==> src/rtl/ft245_sync_stream_tx.sv <==
// FT245 synchronous-mode transmit streamer: buffers source words in a FIFO and sends them
// least-significant byte first over the FT2232H bus, or sends an incrementing test pattern.
module ft245_sync_stream_tx #(
    parameter int DATA_W     = 16,
    parameter int DEPTH_LOG2 = 4,
    parameter int CNT_W      = 32,
    parameter int BLINK_BIT  = 22
) (
    input  logic                  clk_i,
    input  logic                  rst_i,
    input  logic [DATA_W-1:0]     s_data_i,
    input  logic                  s_valid_i,
    output logic                  s_ready_o,
    input  logic                  mode_i,
    input  logic                  enable_i,
    inout  wire  [7:0]            adbus_io,
    input  logic                  txe_i,
    output logic                  wr_n_o,
    output logic                  oe_n_o,
    output logic [DEPTH_LOG2:0]   fifo_level_o,
    output logic [CNT_W-1:0]      tx_bytes_o,
    output logic                  blinker_o
);

    localparam int BYTES = DATA_W / 8;
    localparam int DEPTH = 1 << DEPTH_LOG2;
    localparam int IDX_W = (BYTES > 1) ? $clog2(BYTES) : 1;
    localparam logic [IDX_W-1:0]    LAST_IDX   = IDX_W'(BYTES - 1);
    localparam logic [DEPTH_LOG2:0] LEVEL_FULL = (DEPTH_LOG2 + 1)'(DEPTH);
    localparam logic [DEPTH_LOG2:0] LEVEL_ZERO = (DEPTH_LOG2 + 1)'(0);

    typedef enum logic [0:0] {
        S_IDLE = 1'b0,
        S_SEND = 1'b1
    } state_t;

    logic [DATA_W-1:0]     mem_r [DEPTH];
    logic [DEPTH_LOG2-1:0] wr_ptr_r;
    logic [DEPTH_LOG2-1:0] rd_ptr_r;
    logic [DEPTH_LOG2:0]   level_r;
    logic [DEPTH_LOG2:0]   level_nxt_s;
    logic                  ready_r;

    state_t                state_r;
    state_t                state_nxt_s;
    logic [DATA_W-1:0]     shift_r;
    logic [DATA_W-1:0]     shift_nxt_s;
    logic [DATA_W-1:0]     fifo_word_s;
    logic [IDX_W-1:0]      byte_idx_r;
    logic                  word_mode_r;
    logic [7:0]            pat_r;
    logic [7:0]            pat_nxt_s;
    logic [7:0]            data_r;
    logic                  wr_n_r;
    logic [CNT_W-1:0]      tx_bytes_r;

    logic                  push_s;
    logic                  pop_s;
    logic                  load_pat_s;
    logic                  empty_s;
    logic                  consume_s;
    logic                  last_s;
    logic                  at_boundary_s;
    logic                  start_word_s;
    logic                  start_pat_s;
    logic                  wr_n_nxt_s;

    assign push_s        = s_valid_i && ready_r;
    assign empty_s       = (level_r == LEVEL_ZERO);
    assign fifo_word_s   = mem_r[rd_ptr_r];
    assign shift_nxt_s   = shift_r >> 4'd8;
    // A byte leaves only when the FT sees WR# low with TXE# low on the same edge.
    assign consume_s     = (state_r == S_SEND) && !wr_n_r && !txe_i;
    // Pattern mode treats every byte as its own word, so mode/enable are re-sampled per byte.
    assign last_s        = word_mode_r || (byte_idx_r == LAST_IDX);
    assign at_boundary_s = (state_r == S_IDLE) || (consume_s && last_s);
    assign start_pat_s   = enable_i && mode_i;
    assign start_word_s  = enable_i && !mode_i && !empty_s;
    assign pat_nxt_s     = (consume_s && word_mode_r) ? (pat_r + 8'd1) : pat_r;

    assign s_ready_o    = ready_r;
    assign fifo_level_o = level_r;
    assign tx_bytes_o   = tx_bytes_r;
    assign blinker_o    = tx_bytes_r[BLINK_BIT];
    assign wr_n_o       = wr_n_r;
    assign oe_n_o       = 1'b1;
    assign adbus_io     = data_r;

    // FIFO level after this cycle's push/pop; simultaneous push and pop leaves it unchanged.
    always_comb begin
        level_nxt_s = level_r;
        case ({push_s, pop_s})
            2'b10:   level_nxt_s = level_r + (DEPTH_LOG2 + 1)'(1);
            2'b01:   level_nxt_s = level_r - (DEPTH_LOG2 + 1)'(1);
            default: level_nxt_s = level_r;
        endcase
    end

    // FIFO storage write port.
    always_ff @(posedge clk_i) begin
        if (push_s) begin
            mem_r[wr_ptr_r] <= s_data_i;
        end
    end

    // FIFO pointers, level and registered ready.
    always_ff @(posedge clk_i or negedge rst_i) begin
        if (!rst_i) begin
            wr_ptr_r <= DEPTH_LOG2'(0);
            rd_ptr_r <= DEPTH_LOG2'(0);
            level_r  <= LEVEL_ZERO;
            ready_r  <= 1'b0;
        end else begin
            if (push_s) begin
                wr_ptr_r <= wr_ptr_r + DEPTH_LOG2'(1);
            end
            if (pop_s) begin
                rd_ptr_r <= rd_ptr_r + DEPTH_LOG2'(1);
            end
            level_r <= level_nxt_s;
            ready_r <= (level_nxt_s != LEVEL_FULL);
        end
    end

    // State register.
    always_ff @(posedge clk_i or negedge rst_i) begin
        if (!rst_i) begin
            state_r <= S_IDLE;
        end else begin
            state_r <= state_nxt_s;
        end
    end

    // Next-state logic: leave S_SEND only after the last byte of a word with nothing to follow.
    always_comb begin
        state_nxt_s = state_r;
        case (state_r)
            S_IDLE: begin
                if (start_pat_s || start_word_s) begin
                    state_nxt_s = S_SEND;
                end else begin
                    state_nxt_s = S_IDLE;
                end
            end
            S_SEND: begin
                if (consume_s && last_s) begin
                    if (start_pat_s || start_word_s) begin
                        state_nxt_s = S_SEND;
                    end else begin
                        state_nxt_s = S_IDLE;
                    end
                end else begin
                    state_nxt_s = S_SEND;
                end
            end
            default: state_nxt_s = S_IDLE;
        endcase
    end

    // Output/control decode: word pop, pattern load and the next WR# level.
    always_comb begin
        pop_s      = at_boundary_s && start_word_s;
        load_pat_s = at_boundary_s && start_pat_s;
        wr_n_nxt_s = !((state_nxt_s == S_SEND) && !txe_i && enable_i);
    end

    // Datapath: bus byte, shift register, pattern generator, byte counter and WR#.
    always_ff @(posedge clk_i or negedge rst_i) begin
        if (!rst_i) begin
            shift_r     <= DATA_W'(0);
            byte_idx_r  <= IDX_W'(0);
            word_mode_r <= 1'b0;
            pat_r       <= 8'h00;
            data_r      <= 8'h00;
            wr_n_r      <= 1'b1;
            tx_bytes_r  <= CNT_W'(0);
        end else begin
            pat_r  <= pat_nxt_s;
            wr_n_r <= wr_n_nxt_s;
            if (consume_s) begin
                tx_bytes_r <= tx_bytes_r + CNT_W'(1);
            end
            if (pop_s) begin
                shift_r     <= fifo_word_s;
                data_r      <= fifo_word_s[7:0];
                byte_idx_r  <= IDX_W'(0);
                word_mode_r <= 1'b0;
            end else if (load_pat_s) begin
                data_r      <= pat_nxt_s;
                word_mode_r <= 1'b1;
            end else if (consume_s && !last_s) begin
                shift_r    <= shift_nxt_s;
                data_r     <= shift_nxt_s[7:0];
                byte_idx_r <= byte_idx_r + IDX_W'(1);
            end
        end
    end

endmodule

==> config.mk <==
export PLATFORM = sky130hd
export DESIGN_NAME = ft245_sync_stream_tx
export DESIGN_NICKNAME = d
export VERILOG_FILES = /design/src/rtl/ft245_sync_stream_tx.sv
export SDC_FILE = /design/constraint.sdc
export NUM_CORES = 1
export LEC_CHECK = 0
export BUFFER_PORTS_ARGS = -buffer_cell sky130_fd_sc_hd__buf_2
export CORE_UTILIZATION = 65
export DETAILED_ROUTE_END_ITERATION = 10
export PLACE_DENSITY = 0.82
export SYNTH_ARGS = -nofsm -noshare
export SYNTH_HDL_FRONTEND = slang
export SYNTH_SLANG_ARGS = --single-unit
export TNS_END_PERCENT = 20
==> constraint.sdc <==
create_clock -name clk_i -period 9.4 [get_ports clk_i]
set_clock_uncertainty 0.1 [all_clocks]
set_input_delay 0.47 -clock clk_i [delete_from_list [all_inputs] [get_ports clk_i]]
set_output_delay 0.47 -clock clk_i [all_outputs]
set_load 0.01 [all_outputs]
==> metrics.txt <==
run status complete, but fails checks; failing checks hold timing; worst hold slack -0.00482 ns; Sink Count 330; Seq/Total Area, Yosys 72.2%; pre-CTS setup slack roughly 5.4 ns; pin count of the biggest net entering global routing 75; DR pass1 iterations 5; critical path arrival approximately 4.3 ns; syn_nets 768; critical path required time 9.66 ns; n_diodes 0; GRT Util Overall between 20 and 30%; IO Pins 71; Worst-Margin Slew just over 1 ns; Pleak 5.37 nW; final slew viol count 0; clock period minus worst slack around 4.0 ns; CTS root buf clkbuf_16; Post-synth EDFFs about 260; Routed WL between 20 and 30 mm; CP Cell Sequence or3_1 -> or3_4 -> nand4_2 -> clkinv_1 -> ha_1 -> xor2_1 -> ha_1 -> and3b_1 -> o21ai_0 -> a21oi_1 -> xor2_1 -> nand4bb_1; first-pass GRT wire length 41.8 mm; die height between 100 and 150 um; Initial Utilization between 60% and 70%; Max Root-Sink Buffers 3; Synth Warn # 0; final HPWL from detailed placement around 17 mm; row cnt between 50 and 60; post_cts resized 0; RSZ-0062 raised after global routing no; slowest CP cell clkinv_1; RD Place Congestion around 0.84; average size of a mapped cell approximately 18 um2; fmax around 250 MHz; Top FF cell, synth edfxtp_1; fin nets roughly 860; Area growth syn-to-layout 13.2%; pwr dens 274 nW/um2; critical path type reg2reg; Routed WL per cell 24.9 um; Worst-Skew Late Latency 0.51 ns; Distinct cells, synth between 50 and 60; crit path max fanout 19; final setup fails 0; fin cells about 1100; die area 20900 um2; Worst path max stage delay 0.54 ns; Final WS setup 5.37 ns; Post-DRT Antenna Nets 0; DR iter-0 viols around 720; maximum vdd drop 0.176 mV; routed vias/inst about 6.4; Critical Path End Type flop; I/O Buffers 61; core area 19700 um2; setup TNS 0 ns; FF+latch count, synth 330; Async SR Flop Fraction 22.4%; vias in the first global route around 7200; TritonCTS clock tree done; slew margin rel. a little under a third; Hold/Removal Path Class in2async; Syn Std Cell Area 13200 um2; post-route clock period utilization 42.9%; placed insts approximately 1100; final hold violations 4; CTS buffer count 34; CTS H-tree depth 2; Die W approximately 140 um; initial antenna violation count 1; Max-cap violations 0; fillcell total roughly 1100; via count about 7100; share of layout cells above drive strength 1 25.4%; DRC errors left 0; Worst-path clk slew about 0.060 ns; crit path launch type flop; synthesized instance count between 700 and 800; grt ovf 0
[state kept, by name (all words and copies together), names as in the netlist, 4 cells and up]
name          cells
tx_bytes_o       32
wr_ptr_r          4
rd_ptr_r          4
shift_r           8
pat_r             8
mem_r           256
fifo_level_o      5
adbus_io          8
[cell usage after synthesis, types with 2 or more instances]
library cell / instances / share of area [%]
edfxtp_1: 256 / 58
dfrtp_1: 73 / 14
mux4_2: 72 / 12
nand2_1: 58 / 1.6
nor2_1: 34 / 0.97
xnor2_1: 34 / 2.3
nand3_1: 23 / 0.87
buf_2: 17 / 0.64
xor2_1: 17 / 1.1
nor3_1: 15 / 0.57
inv_1: 12 / 0.34
nand4_1: 12 / 0.57
a22oi_1: 10 / 0.57
clkbuf_1: 10 / 0.28
ha_1: 10 / 0.95
a21oi_1: 6 / 0.23
and3_1: 6 / 0.28
nor2b_1: 5 / 0.24
o21ai_0: 5 / 0.19
a31oi_1: 4 / 0.19
and2_1: 4 / 0.19
a32oi_1: 3 / 0.20
nand2b_1: 3 / 0.14
o21a_1: 3 / 0.17
a2bb2oi_1: 2 / 0.13
and3b_1: 2 / 0.13
and4_1: 2 / 0.13
buf_4: 2 / 0.11
mux2_2: 2 / 0.17
mux2i_1: 2 / 0.15
nand4bb_1: 2 / 0.17
o211ai_1: 2 / 0.11
o31ai_1: 2 / 0.11
o32a_1: 2 / 0.15
or3_1: 2 / 0.095
[metrics by stage]
stage          util (%)  total power (W)  hold WS (ns)  area, um2
4_1_cts            75.8          0.00411       0.00384      14900
6_report           75.8          0.00409      -0.00482      14900
3_5_place_dp       70.4          0.00284         0.357      13900
5_1_grt            75.8          0.00425        0.0367      14900
3_3_place_gp       70.4          0.00278         0.361      13900
2_1_floorplan         -          0.00254        0.0744      13200
[layout make-up]
type                       count  area (um2)  area share [%]
sequential                   330        9550            63.9
multi-input combinational    363        3500            23.4
clock buffer                  43         906            6.06
timing repair buffer          83         478            3.20
tap                          265         332            2.22
clock inverter                17         144           0.963
inverter                      13        48.8           0.326
[routing by layer]
metal  GRT usage, %  share of wire (%)  vias to the layer above
met2           48.4                 52                      305
met1           37.5                 38                     3679
li1               -                  -                     3057
met5              0              0.036                        -
met4           8.20                2.3                        2
met3           4.34                7.2                       50
[power breakdown]
part           leakage (nW)  switching, W  internal (W)
registers              3.25      0.000171       0.00177
clock network         0.508      0.000529      0.000740
logic                  1.61      0.000458      0.000427
total                  5.37       0.00116       0.00293
[critical path: cells and delay by family (launching register included)]
family | cells | cell delay [ns]
AND/OR/NAND/NOR | 5 | 1.38
adder cells (fa/ha/maj) | 2 | 0.73
buffers and inverters | 1 | 0.54
flip-flops | 1 | 0.46
XOR/XNOR | 2 | 0.40
AO/OA/AOI/OAI | 2 | 0.28
[worst paths after layout]
path,startpoint,end,slack (ns),cells after the start
hold / removal,rst_i,tx_bytes_o[18],-0.005,1
setup / recovery,fifo_level_o[1],s_ready_o,5.37,12
hold reg to reg,tx_bytes_o[31],tx_bytes_o[31],0.37,1
setup reg to reg,fifo_level_o[1],s_ready_o,5.37,12
max in group asynchronous,rst_i,rd_ptr_r[0],8.51,1
min in group clk_i,adbus_io[2],adbus_io[2],0.02,2
[logic make-up after synthesis]
| kind of cell | after synthesis | share of synthesized area [%] |
|---|---|---|
| AOI/OAI and AO/OA | 46 | 2.55 |
| xor gates and xnor gates | 51 | 3.38 |
| adders and majority gates | 10 | 0.947 |
| buffers and inverters | 43 | 1.44 |
| DFF | 330 | 72.2 |
| muxes | 76 | 12.6 |
| other | 1 | 0.0284 |
| and+or+nand+nor | 179 | 6.81 |
[cells in the final DEF (no fill, tap or decap), types with 3 or more instances in the layout]
master,netlist,layout
a22oi_1,10,10
clkbuf_1,10,8
nand3_1,23,23
nor3_1,15,11
xor2_1,17,17
and2_1,4,4
o21a_1,3,3
ha_1,10,10
nor2_1,34,34
clkinv_2,0,4
buf_2,17,60
and3_1,6,6
nor2b_1,5,5
mux4_2,72,72
edfxtp_1,256,256
nand2_1,58,58
clkbuf_16,0,35
o21ai_0,5,5
a32oi_1,3,3
nor3_2,1,5
buf_4,2,21
nand4_1,12,12
nand2b_1,3,3
xnor2_1,34,34
a21oi_1,6,6
clkinv_1,1,7
inv_1,12,12
dfrtp_1,73,71
a31oi_1,4,4
[repair_timing]
action | in CTS | in global routing
hold buffers | 1 | 1
buffers inserted | 0 | 0
hold endpoints to repair | 1 | 1
Power figures use the tool's default switching activity.
